**src/rtl/mbc_pkg.sv**
```systemverilog
// mbc_pkg: shared state encoding and helpers for the memory-bus request sequencer
package mbc_pkg;
  typedef enum logic [2:0] {IDLE, START, WAIT_ACK, RD_DATA, WR_DATA} state_e;
  function automatic logic odd_par(input logic [31:0] v);
    return ~^v;
  endfunction
  // next set bit strictly after idx, wrapping modulo n; returns idx when none
  function automatic logic [3:0] next_word(input logic [15:0] mask, input logic [3:0] idx, input int n);
    logic [3:0] r;
    logic [3:0] j;
    r = idx;
    for (int k = n - 1; k >= 1; k--) begin
      j = 4'((int'(idx) + k) % n);
      if (mask[j]) r = j;
    end
    return r;
  endfunction
endpackage

```
**src/rtl/mbc_word_rotor.sv**
```systemverilog
// mbc_word_rotor: finds the first (incl) or next (excl) set mask bit from idx with wrap
module mbc_word_rotor import mbc_pkg::*; #(
  parameter int NWORDS = 4,
  localparam int IW = $clog2(NWORDS)
) (
  input  logic [NWORDS-1:0] mask,
  input  logic [IW-1:0]     idx,
  input  logic              incl,
  output logic [IW-1:0]     nxt,
  output logic              any
);
  always_comb begin
    nxt = (incl && mask[idx]) ? idx : IW'(next_word(16'(mask), 4'(idx), NWORDS));
    any = |mask;
  end
endmodule

```
**src/rtl/mbc_req_seq.sv**
```systemverilog
// mbc_req_seq: sequences one masked block read/write on the memory bus with NXM timeout
module mbc_req_seq import mbc_pkg::*; #(
  parameter int NWORDS  = 4,
  parameter int ADR_W   = 14,
  parameter int TIMEOUT = 64,
  parameter int TO_W    = 8,
  localparam int IW = $clog2(NWORDS)
) (
  input  logic              clk_mbc_h,
  input  logic              mr_reset_h,
  input  logic              rq_valid_h,
  output logic              rq_ready_h,
  input  logic              rq_wr_h,
  input  logic [NWORDS-1:0] rq_words_h,
  input  logic [ADR_W-1:0]  rq_adr_h,
  input  logic              rq_par_h,
  output logic              mem_start_h,
  output logic [ADR_W-1:0]  mem_adr_h,
  output logic              mem_adr_par_h,
  output logic [NWORDS-1:0] mem_rq_h,
  output logic              mem_rd_rq_h,
  output logic              mem_wr_rq_h,
  input  logic              mem_ackn_h,
  input  logic              mem_data_valid_h,
  output logic              data_valid_out_h,
  output logic [IW-1:0]     word_sel_h,
  output logic              core_data_valid_h,
  output logic              core_busy_h,
  output logic              nxm_h,
  output logic              adr_par_err_h
);
  state_e state_q, state_d;
  logic [ADR_W-1:0] adr_q, adr_d;
  logic [NWORDS-1:0] mask_q, mask_d, rem_q, rem_d, eff_mask, rem_clr;
  logic [IW-1:0] ptr_q, ptr_d, sel_q, sel_d, first_w, adv_w;
  logic [TO_W-1:0] cnt_q, cnt_d;
  logic wr_q, wr_d, cdv_q, cdv_d, perr_q, perr_d, ready_q, ready_d;
  logic first_any, adv_any, busy, par_ok, timing, event_in, to_hit;
  assign eff_mask = (|rq_words_h) ? rq_words_h : '1;
  assign rem_clr  = rem_q & ~(NWORDS'(1) << ptr_q);
  mbc_word_rotor #(.NWORDS(NWORDS)) u_first (
    .mask(eff_mask), .idx(rq_adr_h[IW-1:0]), .incl(1'b1), .nxt(first_w), .any(first_any)
  );
  mbc_word_rotor #(.NWORDS(NWORDS)) u_adv (
    .mask(rem_clr), .idx(ptr_q), .incl(1'b0), .nxt(adv_w), .any(adv_any)
  );
  always_comb begin
    busy     = state_q != IDLE;
    par_ok   = odd_par(32'(rq_adr_h)) == rq_par_h;
    timing   = state_q == WAIT_ACK || state_q == RD_DATA;
    event_in = (state_q == WAIT_ACK && mem_ackn_h) || (state_q == RD_DATA && mem_data_valid_h);
    // an ackn/data-valid landing in the expiry cycle still counts
    to_hit   = timing && !event_in && cnt_q == TO_W'(TIMEOUT);
    state_d  = state_q;
    adr_d    = adr_q;
    wr_d     = wr_q;
    mask_d   = mask_q;
    rem_d    = rem_q;
    ptr_d    = ptr_q;
    sel_d    = sel_q;
    cnt_d    = timing ? cnt_q + 1'b1 : '0;
    cdv_d    = state_q == RD_DATA && mem_data_valid_h;
    perr_d   = 1'b0;
    case (state_q)
      IDLE: if (ready_q && rq_valid_h) begin
        adr_d   = rq_adr_h;
        wr_d    = rq_wr_h;
        mask_d  = eff_mask;
        rem_d   = eff_mask;
        ptr_d   = first_w;
        perr_d  = !par_ok;
        state_d = (par_ok && first_any) ? START : IDLE;
      end
      START: state_d = WAIT_ACK;
      WAIT_ACK: if (mem_ackn_h) begin
        cnt_d   = '0;
        state_d = wr_q ? WR_DATA : RD_DATA;
      end else if (to_hit) state_d = IDLE;
      RD_DATA: if (mem_data_valid_h) begin
        sel_d   = ptr_q;
        rem_d   = rem_clr;
        ptr_d   = adv_w;
        cnt_d   = '0;
        state_d = adv_any ? RD_DATA : IDLE;
      end else if (to_hit) state_d = IDLE;
      WR_DATA: begin
        rem_d   = rem_clr;
        ptr_d   = adv_w;
        state_d = adv_any ? WR_DATA : IDLE;
      end
      default: state_d = IDLE;
    endcase
    ready_d = state_d == IDLE;
  end
  always_ff @(posedge clk_mbc_h) begin
    if (mr_reset_h) begin
      state_q <= IDLE;
      adr_q   <= '0;
      wr_q    <= 1'b0;
      mask_q  <= '0;
      rem_q   <= '0;
      ptr_q   <= '0;
      sel_q   <= '0;
      cnt_q   <= '0;
      cdv_q   <= 1'b0;
      perr_q  <= 1'b0;
      ready_q <= 1'b0;
    end else begin
      state_q <= state_d;
      adr_q   <= adr_d;
      wr_q    <= wr_d;
      mask_q  <= mask_d;
      rem_q   <= rem_d;
      ptr_q   <= ptr_d;
      sel_q   <= sel_d;
      cnt_q   <= cnt_d;
      cdv_q   <= cdv_d;
      perr_q  <= perr_d;
      ready_q <= ready_d;
    end
  end
  assign rq_ready_h        = ready_q;
  assign mem_start_h       = state_q == START;
  assign mem_adr_h         = busy ? adr_q : '0;
  assign mem_adr_par_h     = busy && odd_par(32'(adr_q));
  assign mem_rq_h          = busy ? mask_q : '0;
  assign mem_rd_rq_h       = busy && !wr_q;
  assign mem_wr_rq_h       = busy && wr_q;
  assign data_valid_out_h  = state_q == WR_DATA;
  assign word_sel_h        = cdv_q ? sel_q : (busy ? ptr_q : '0);
  assign core_data_valid_h = cdv_q;
  assign core_busy_h       = busy;
  assign nxm_h             = to_hit;
  assign adr_par_err_h     = perr_q;
endmodule

```
**config.mk**
```make
export PLATFORM = sky130hd
export DESIGN_NAME = mbc_req_seq
export DESIGN_NICKNAME = d
export VERILOG_FILES = /design/src/rtl/mbc_pkg.sv /design/src/rtl/mbc_word_rotor.sv /design/src/rtl/mbc_req_seq.sv
export SDC_FILE = /design/constraint.sdc
export NUM_CORES = 1
export LEC_CHECK = 0
export CAP_MARGIN = 0
export CELL_PAD_IN_SITES_DETAIL_PLACEMENT = 0
export CELL_PAD_IN_SITES_GLOBAL_PLACEMENT = 1
export CORE_MARGIN = 2
export CORE_UTILIZATION = 39
export CTS_BUF_LIST = sky130_fd_sc_hd__clkbuf_8
export CTS_CLUSTER_DIAMETER = 120
export DETAILED_ROUTE_END_ITERATION = 6
export PLACE_DENSITY_LB_ADDON = 0.1
export SYNTH_ARGS = -nofsm -noshare
export SYNTH_HDL_FRONTEND = slang
export SYNTH_SLANG_ARGS = --single-unit
```
**constraint.sdc**
```tcl
create_clock -name clk_mbc_h -period 2.8 [get_ports clk_mbc_h]
set_input_delay 0.42 -clock clk_mbc_h [delete_from_list [all_inputs] [get_ports clk_mbc_h]]
set_output_delay 0.42 -clock clk_mbc_h [all_outputs]
set_load 0.01 [all_outputs]
```
==> reports/qor.yml, run 1 <==
power_and_ir_drop:
  switching_power_uw: 753.8
  comb_power_share: 0.421
  p_leak_nw: 1.181
  vdd_drop_max_mv: 0.4536
  sequentialPowerShare: 0.354
  p_clk_frac: 0.225
  p_per_area_mw_per_mm2: 677.3
  internal_power_mw: 1.414
  netSwitchingFraction: 0.3477
worst_setup_path:
  critPathTopFamily: "flip-flops"
  crit_chain: "mux2_4 > nor4_4 > clkdlybuf4s50_1"
  slowest_stage: "dfxtp_1"
  crit_required_ns: 2.38
  critPathKind: "flop to output port"
  worstPathArrival_ns: 2.20
  worstSetupStartpointType: "flop"
  critPathBufInv: 1
  cp_num_cells: 3
  crit_fanout: 13
  slowest_delay_ns: 0.65
  rr_worst_depth: 7
  setup.worst_path.end_class: "output port"
logic_synthesis:
  ys_async_sr_fraction: 0
  yosysSeqAreaShare: 0.3277
  syn_inst: 302
  yosys_most_used_dff: "dfxtp_1"
  ys_types: 50
  syn_nets: 333
  synth_seq_cells: 41
  avgSynthCellArea_um2: 8.294
  yosysWarnings: 0
  synth_edf_count: 0
  syn_area_mm2: 0.002505
timing:
  final-max-slew-violation-count: 0
  fin_setup_tns_ns: 0
  setup_viol: 0
  relSlewSlack: 0.6313
  fmaxAchievable_mhz: 382.2
  rsz0062_at_grt: "no"
  hold_viol_final: 0
  timing.final.ws_setup_ns: 0.1835
  min_period_ns: 2.616
  worst_slew_pin_slew_ns: 0.5481
  period_share: 0.9345
  skew_ns: 0.006224
finish:
  diodes: 0
  fin_area_mm2: 0.003201
  nets: 381
  area_growth_pct: 27.77
  utilization: 0.5099
  final_cell_count_no_fill: 428
  layout_common_cells: "54 x clkdlybuf4s50_1, 45 x nand2_1, 41 x dfxtp_1"
  drive_gt1_frac: 0.06838
  final_common_cell: "clkdlybuf4s50_1"
routing:
  drt_drc_violations_left: 0
  via_count: 2133
  wire_per_inst_um: 13.38
  initialDrtViolationCount: 75
  ant_nets: 0
  wl_mm: 5.726
  via_per_inst: 4.984
  drtPass1Iterations: 4
cts:
  clk_pin_slew_worst_paths_ns: 0.08
  tritoncts: "built"
  cts_hold_buf: 0
  cts-resized-gates: 0
  cts_buffers: 5
  numClockSinks: 41
  post_cts_buffers: 0
  clockBufferDepth: 2
  cts-root-buf: "clkbuf_8"
  clk_latency_ns: 0.29
  htreeDepth: 2
global_routing:
  antenna_found_initial: 0
  grt_max_degree: 31
  grt_overflow: 0
  grt_pass1_vias: 1978
  grt_pass1_wl_mm: 9.749
  gr-usage-all-layers: 0.1696
worst_hold_path:
  hold_class: "flop to flop"
  holdPathStages: 2
outcome:
  outcome: "finished clean"
floorplanning:
  die_h_um: 84.14
  core_area_mm2: 0.006277
  die_w_um: 84.14
  num_rows: 29
  start_util: 0.3990
  dieArea_mm2: 0.007080
  io-pin-count: 55
placement:
  io_buffers: 54
  routabilityCongestion: 0.8903
  pre_cts_ws_ns: 0.2942
  placed_area_mm2: 0.003084
  dp_hpwl_mm: 4.434
  dp.cells: 420
flow_run:
  cap_violations: 0
synth_stat cells (all sizes together), types with 2 or more instances:
master | number | area (um2)
nor4 | 2 | 27.53
and2 | 19 | 118.9
nand3 | 8 | 45.04
a211o | 2 | 17.52
or3 | 3 | 18.77
o21a | 2 | 15.01
mux4 | 3 | 67.56
nor3b | 3 | 27.52
o32a | 2 | 20.02
buf | 7 | 46.29
xor2 | 7 | 61.31
o21ai | 9 | 45.04
xnor2 | 20 | 175.2
xnor3 | 3 | 67.56
nand2 | 45 | 168.9
nor2b | 7 | 51.30
nand2b | 8 | 50.05
o31ai | 2 | 15.01
inv | 8 | 30.03
mux2i | 2 | 20.02
clkbuf | 9 | 33.78
nor2 | 25 | 93.84
a21oi | 32 | 160.2
and3 | 3 | 18.77
dfxtp | 41 | 820.8
nor3 | 9 | 56.31
ha | 6 | 75.07
metal layers:
| layer | share of wire | track usage | up-vias |
|---|---|---|---|
| met4 | 0.012 | 0.04839 | 0 |
| met5 | 0 | 0 | - |
| met1 | 0.49 | 0.2410 | 954 |
| met2 | 0.45 | 0.2655 | 49 |
| met3 | 0.052 | 0.02950 | 5 |
| li1 | - | - | 1125 |
through the flow:
step / power [mW] / hold WS [ns]
after floorplan: 1.428 / 0.4317
after global placement: 1.708 / 0.4435
after detailed placement: 1.711 / 0.4461
after CTS: 2.207 / 0.4570
after global routing: 2.337 / 0.4714
final: 2.168 / 0.4519
logic make-up (layout without fill, tap and decap cells):
family	after synthesis	count (layout)	synth area share
fa+ha+maj	6	6	0.02997
mux	6	6	0.04096
simple gates	135	135	0.2867
buf+inv	24	73	0.04395
xor+xnor	30	30	0.1214
flops	41	41	0.3277
compound gates	60	60	0.1494
sequential cells by signal, summed over array words and instances, names as in the netlist:
register,count
adr_q,14
cnt_q,8
mask_q,4
rem_q,4
state_q,3
ptr_q,2
sel_q,2
adr_par_err_h,1
core_data_valid_h,1
rq_ready_h,1
wr_q,1
layout make-up:
class / count / area (um2)
clock buffer: 6 / 82.58
timing repair buffer: 57 / 563.0
inverter: 8 / 30.03
multi-input combinational: 237 / 1574
clock inverter: 2 / 33.78
sequential: 41 / 820.8
tap: 77 / 96.34
fill: 661 / 3077
worst reg2reg max path: stages (launching register included):
cell and delay (ns):
dfxtp_1 0.51, inv_2 0.16, ha_1 0.26, nand2b_1 0.17, mux4_2 0.50, o211a_1 0.16, o21a_1 0.17, a311oi_2 0.21
worst paths after layout:
check	start	endpoint	slack [ns]
min	mask_q[2]	mask_q[2]	0.45
max reg2reg	ptr_q[0]	ptr_q[1]	0.59
min reg2reg	mask_q[2]	mask_q[2]	0.45
max	state_q[0]	nxm_h	0.18
power by group through the flow:
stage / clock network, mW / logic (mW) / registers, mW
3_3_place_gp: 0 / 0.929 / 0.779
2_1_floorplan: 0 / 0.684 / 0.744
5_1_grt: 0.530 / 1.03 / 0.781
6_report: 0.488 / 0.912 / 0.768
4_1_cts: 0.506 / 0.931 / 0.769
3_5_place_dp: 0 / 0.928 / 0.783
(Power assumes the default switching activity.)
==> run 2, diff against run 1 <==
--- a/config.mk
+++ b/config.mk
@@ -13,6 +13,7 @@
 export CTS_BUF_LIST = sky130_fd_sc_hd__clkbuf_8
 export CTS_CLUSTER_DIAMETER = 120
 export DETAILED_ROUTE_END_ITERATION = 6
+export MAX_ROUTING_LAYER = met4
 export PLACE_DENSITY_LB_ADDON = 0.1
 export SYNTH_ARGS = -nofsm -noshare
 export SYNTH_HDL_FRONTEND = slang
==> run 2 against run 1 <==
Against the previous run: first-iteration DRC count is 11% higher; highest routed layer unchanged; final cell count stayed put; non-clock buffer count stayed put; register-to-register slack hardly changed; utilization stayed put; clock-buffer cell count stayed put; critical path type unchanged; critical path depth stayed put; die area stayed put; setup slack hardly changed.
==> reports/qor.yml, run 2 (synthesis results as in run 1) <==
worst_setup_path:
  slowest_stage: "dfxtp_1"
  worstPathArrival_ns: 2.20
  setup.worst_path.end_class: "output port"
  worstSetupStartpointType: "flop"
  cp_num_cells: 3
  crit_required_ns: 2.38
  crit_fanout: 13
  crit_chain: "mux2_4 > nor4_4 > clkdlybuf4s50_1"
  critPathTopFamily: "flip-flops"
  rr_worst_depth: 7
  r2r_end: "ptr_q[1]"
  reg2reg_setup_slack_ns: 0.58
  slowest_delay_ns: 0.65
  critPathKind: "flop to output port"
  worstReg2RegStart: "ptr_q[0]"
  critPathBufInv: 1
finish:
  area_growth_pct: 27.77
  largest_reg_flops: 14
  final_cell_count_no_fill: 428
  largest_registers: "adr_q: 14 flops, cnt_q: 8 flops"
  layout_common_cells: "54 x clkdlybuf4s50_1, 45 x nand2_1, 41 x dfxtp_1"
  top_register: "adr_q"
  multiInputGateArea_mm2: 0.001574
  fill_cells: 661
  final_common_cell: "clkdlybuf4s50_1"
  seqCellArea_um2: 820.8
  nets: 381
  diodes: 0
  drive_gt1_frac: 0.06838
worst_hold_path:
  hold_path_end: "mask_q[2]"
  holdPathStages: 2
  hp-start: "mask_q[2]"
  hold_class: "flop to flop"
routing:
  ant_nets: 0
  drtPass1Iterations: 4
  via_per_inst: 4.967
  wl_mm: 5.748
  initialDrtViolationCount: 83
  drt_drc_violations_left: 0
  via_count: 2126
  wire_per_inst_um: 13.43
cts:
  htreeDepth: 2
  cts_buffers: 5
  clockBufferDepth: 2
  post_cts_buffers: 0
  clk_pin_slew_worst_paths_ns: 0.08
  cts_hold_buf: 0
  cts-root-buf: "clkbuf_8"
  cts-resized-gates: 0
  numClockSinks: 41
  tritoncts: "built"
  clk_latency_ns: 0.29
placement:
  routabilityCongestion: 0.9053
  io_buffers: 54
  dp.cells: 420
  dp_hpwl_mm: 4.434
power_and_ir_drop:
  netSwitchingFraction: 0.3481
  p_per_area_mw_per_mm2: 677.8
  p_leak_nw: 1.181
  internal_power_mw: 1.414
  comb_power_share: 0.421
  p_clk_frac: 0.225
  vdd_drop_max_mv: 0.4536
  sequentialPowerShare: 0.354
  switching_power_uw: 755.2
  power.total_mw: 2.169
floorplanning:
  num_rows: 29
  dieArea_mm2: 0.007080
  io-pin-count: 55
  die_h_um: 84.14
  core_area_mm2: 0.006277
  die_w_um: 84.14
  start_util: 0.3990
global_routing:
  grt_pass1_wl_mm: 9.763
  gr-usage-all-layers: 0.1748
  grt_pass1_vias: 1977
  grt_max_degree: 31
  grt_overflow: 0
  antenna_found_initial: 0
flow_run:
  cap_violations: 0
timing:
  period_share: 0.9346
  skew_ns: 0.005621
  min_period_ns: 2.617
  fin_setup_tns_ns: 0
  hold_viol_final: 0
  relSlewSlack: 0.6303
  fmaxAchievable_mhz: 382.1
  setup_viol: 0
  rsz0062_at_grt: "no"
  final-max-slew-violation-count: 0
  worst_slew_pin_slew_ns: 0.5494
outcome:
  outcome: "finished clean"
## run 2: cell counts in the layout (fill, tap and decap cells not counted)
No cell type changed its count.
## run 2: final cells by class
| type | instances | area share |
|---|---|---|
| Multi-Input combinational cell | 237 | 0.4918 |
| Sequential cell | 41 | 0.2565 |
| Timing Repair Buffer | 57 | 0.1759 |
| Tap cell | 77 | 0.03010 |
| Clock buffer | 6 | 0.02580 |
| Clock inverter | 2 | 0.01056 |
| Inverter | 8 | 0.009382 |
## run 2: worst max path at each step
stage / start / end / slack, ns
2_1_floorplan: ptr_q[0] / ptr_q[1] / 0.81
3_3_place_gp: mem_data_valid_h / nxm_h / 0.30
3_5_place_dp: mem_data_valid_h / nxm_h / 0.29
4_1_cts: state_q[0] / nxm_h / 0.16
5_1_grt: state_q[0] / mem_adr_h[3] / 0.04
6_report: state_q[0] / nxm_h / 0.18
## run 2: layer usage
| layer | up-vias | global-route usage | wire, um |
|---|---|---|---|
| li1 | 1123 | - | - |
| met1 | 953 | 0.2428 | 2862 |
| met2 | 45 | 0.2641 | 2562 |
| met3 | 5 | 0.02852 | 254 |
| met4 | 0 | 0.04839 | 69 |
| met5 | - | - | 0 |
## run 2: tightest hold or removal path, stage by stage (launching register included)
cell	delay (ns)
dfxtp_1	0.31
nand2_1	0.05
a21oi_1	0.05
## run 2: power by group through the flow
| stage | clock network (mW) | registers [mW] | logic, mW |
|---|---|---|---|
| floorplan | 0 | 0.744 | 0.684 |
| global placement | 0 | 0.779 | 0.929 |
| detailed placement | 0 | 0.783 | 0.928 |
| CTS | 0.506 | 0.769 | 0.931 |
| global route | 0.530 | 0.781 | 1.03 |
| finish | 0.489 | 0.768 | 0.912 |
## run 2: stage by stage
step	area, um2	util	hold slack (ns)	setup WS (ns)
3_5_place_dp	3084	0.4913	0.4461	0.2942
3_3_place_gp	3084	0.4913	0.4435	0.2970
4_1_cts	3201	0.5099	0.4570	0.1637
2_1_floorplan	2505	-	0.4317	0.8065
5_1_grt	3201	0.5099	0.4714	0.03913
6_report	3201	0.5099	0.4530	0.1831
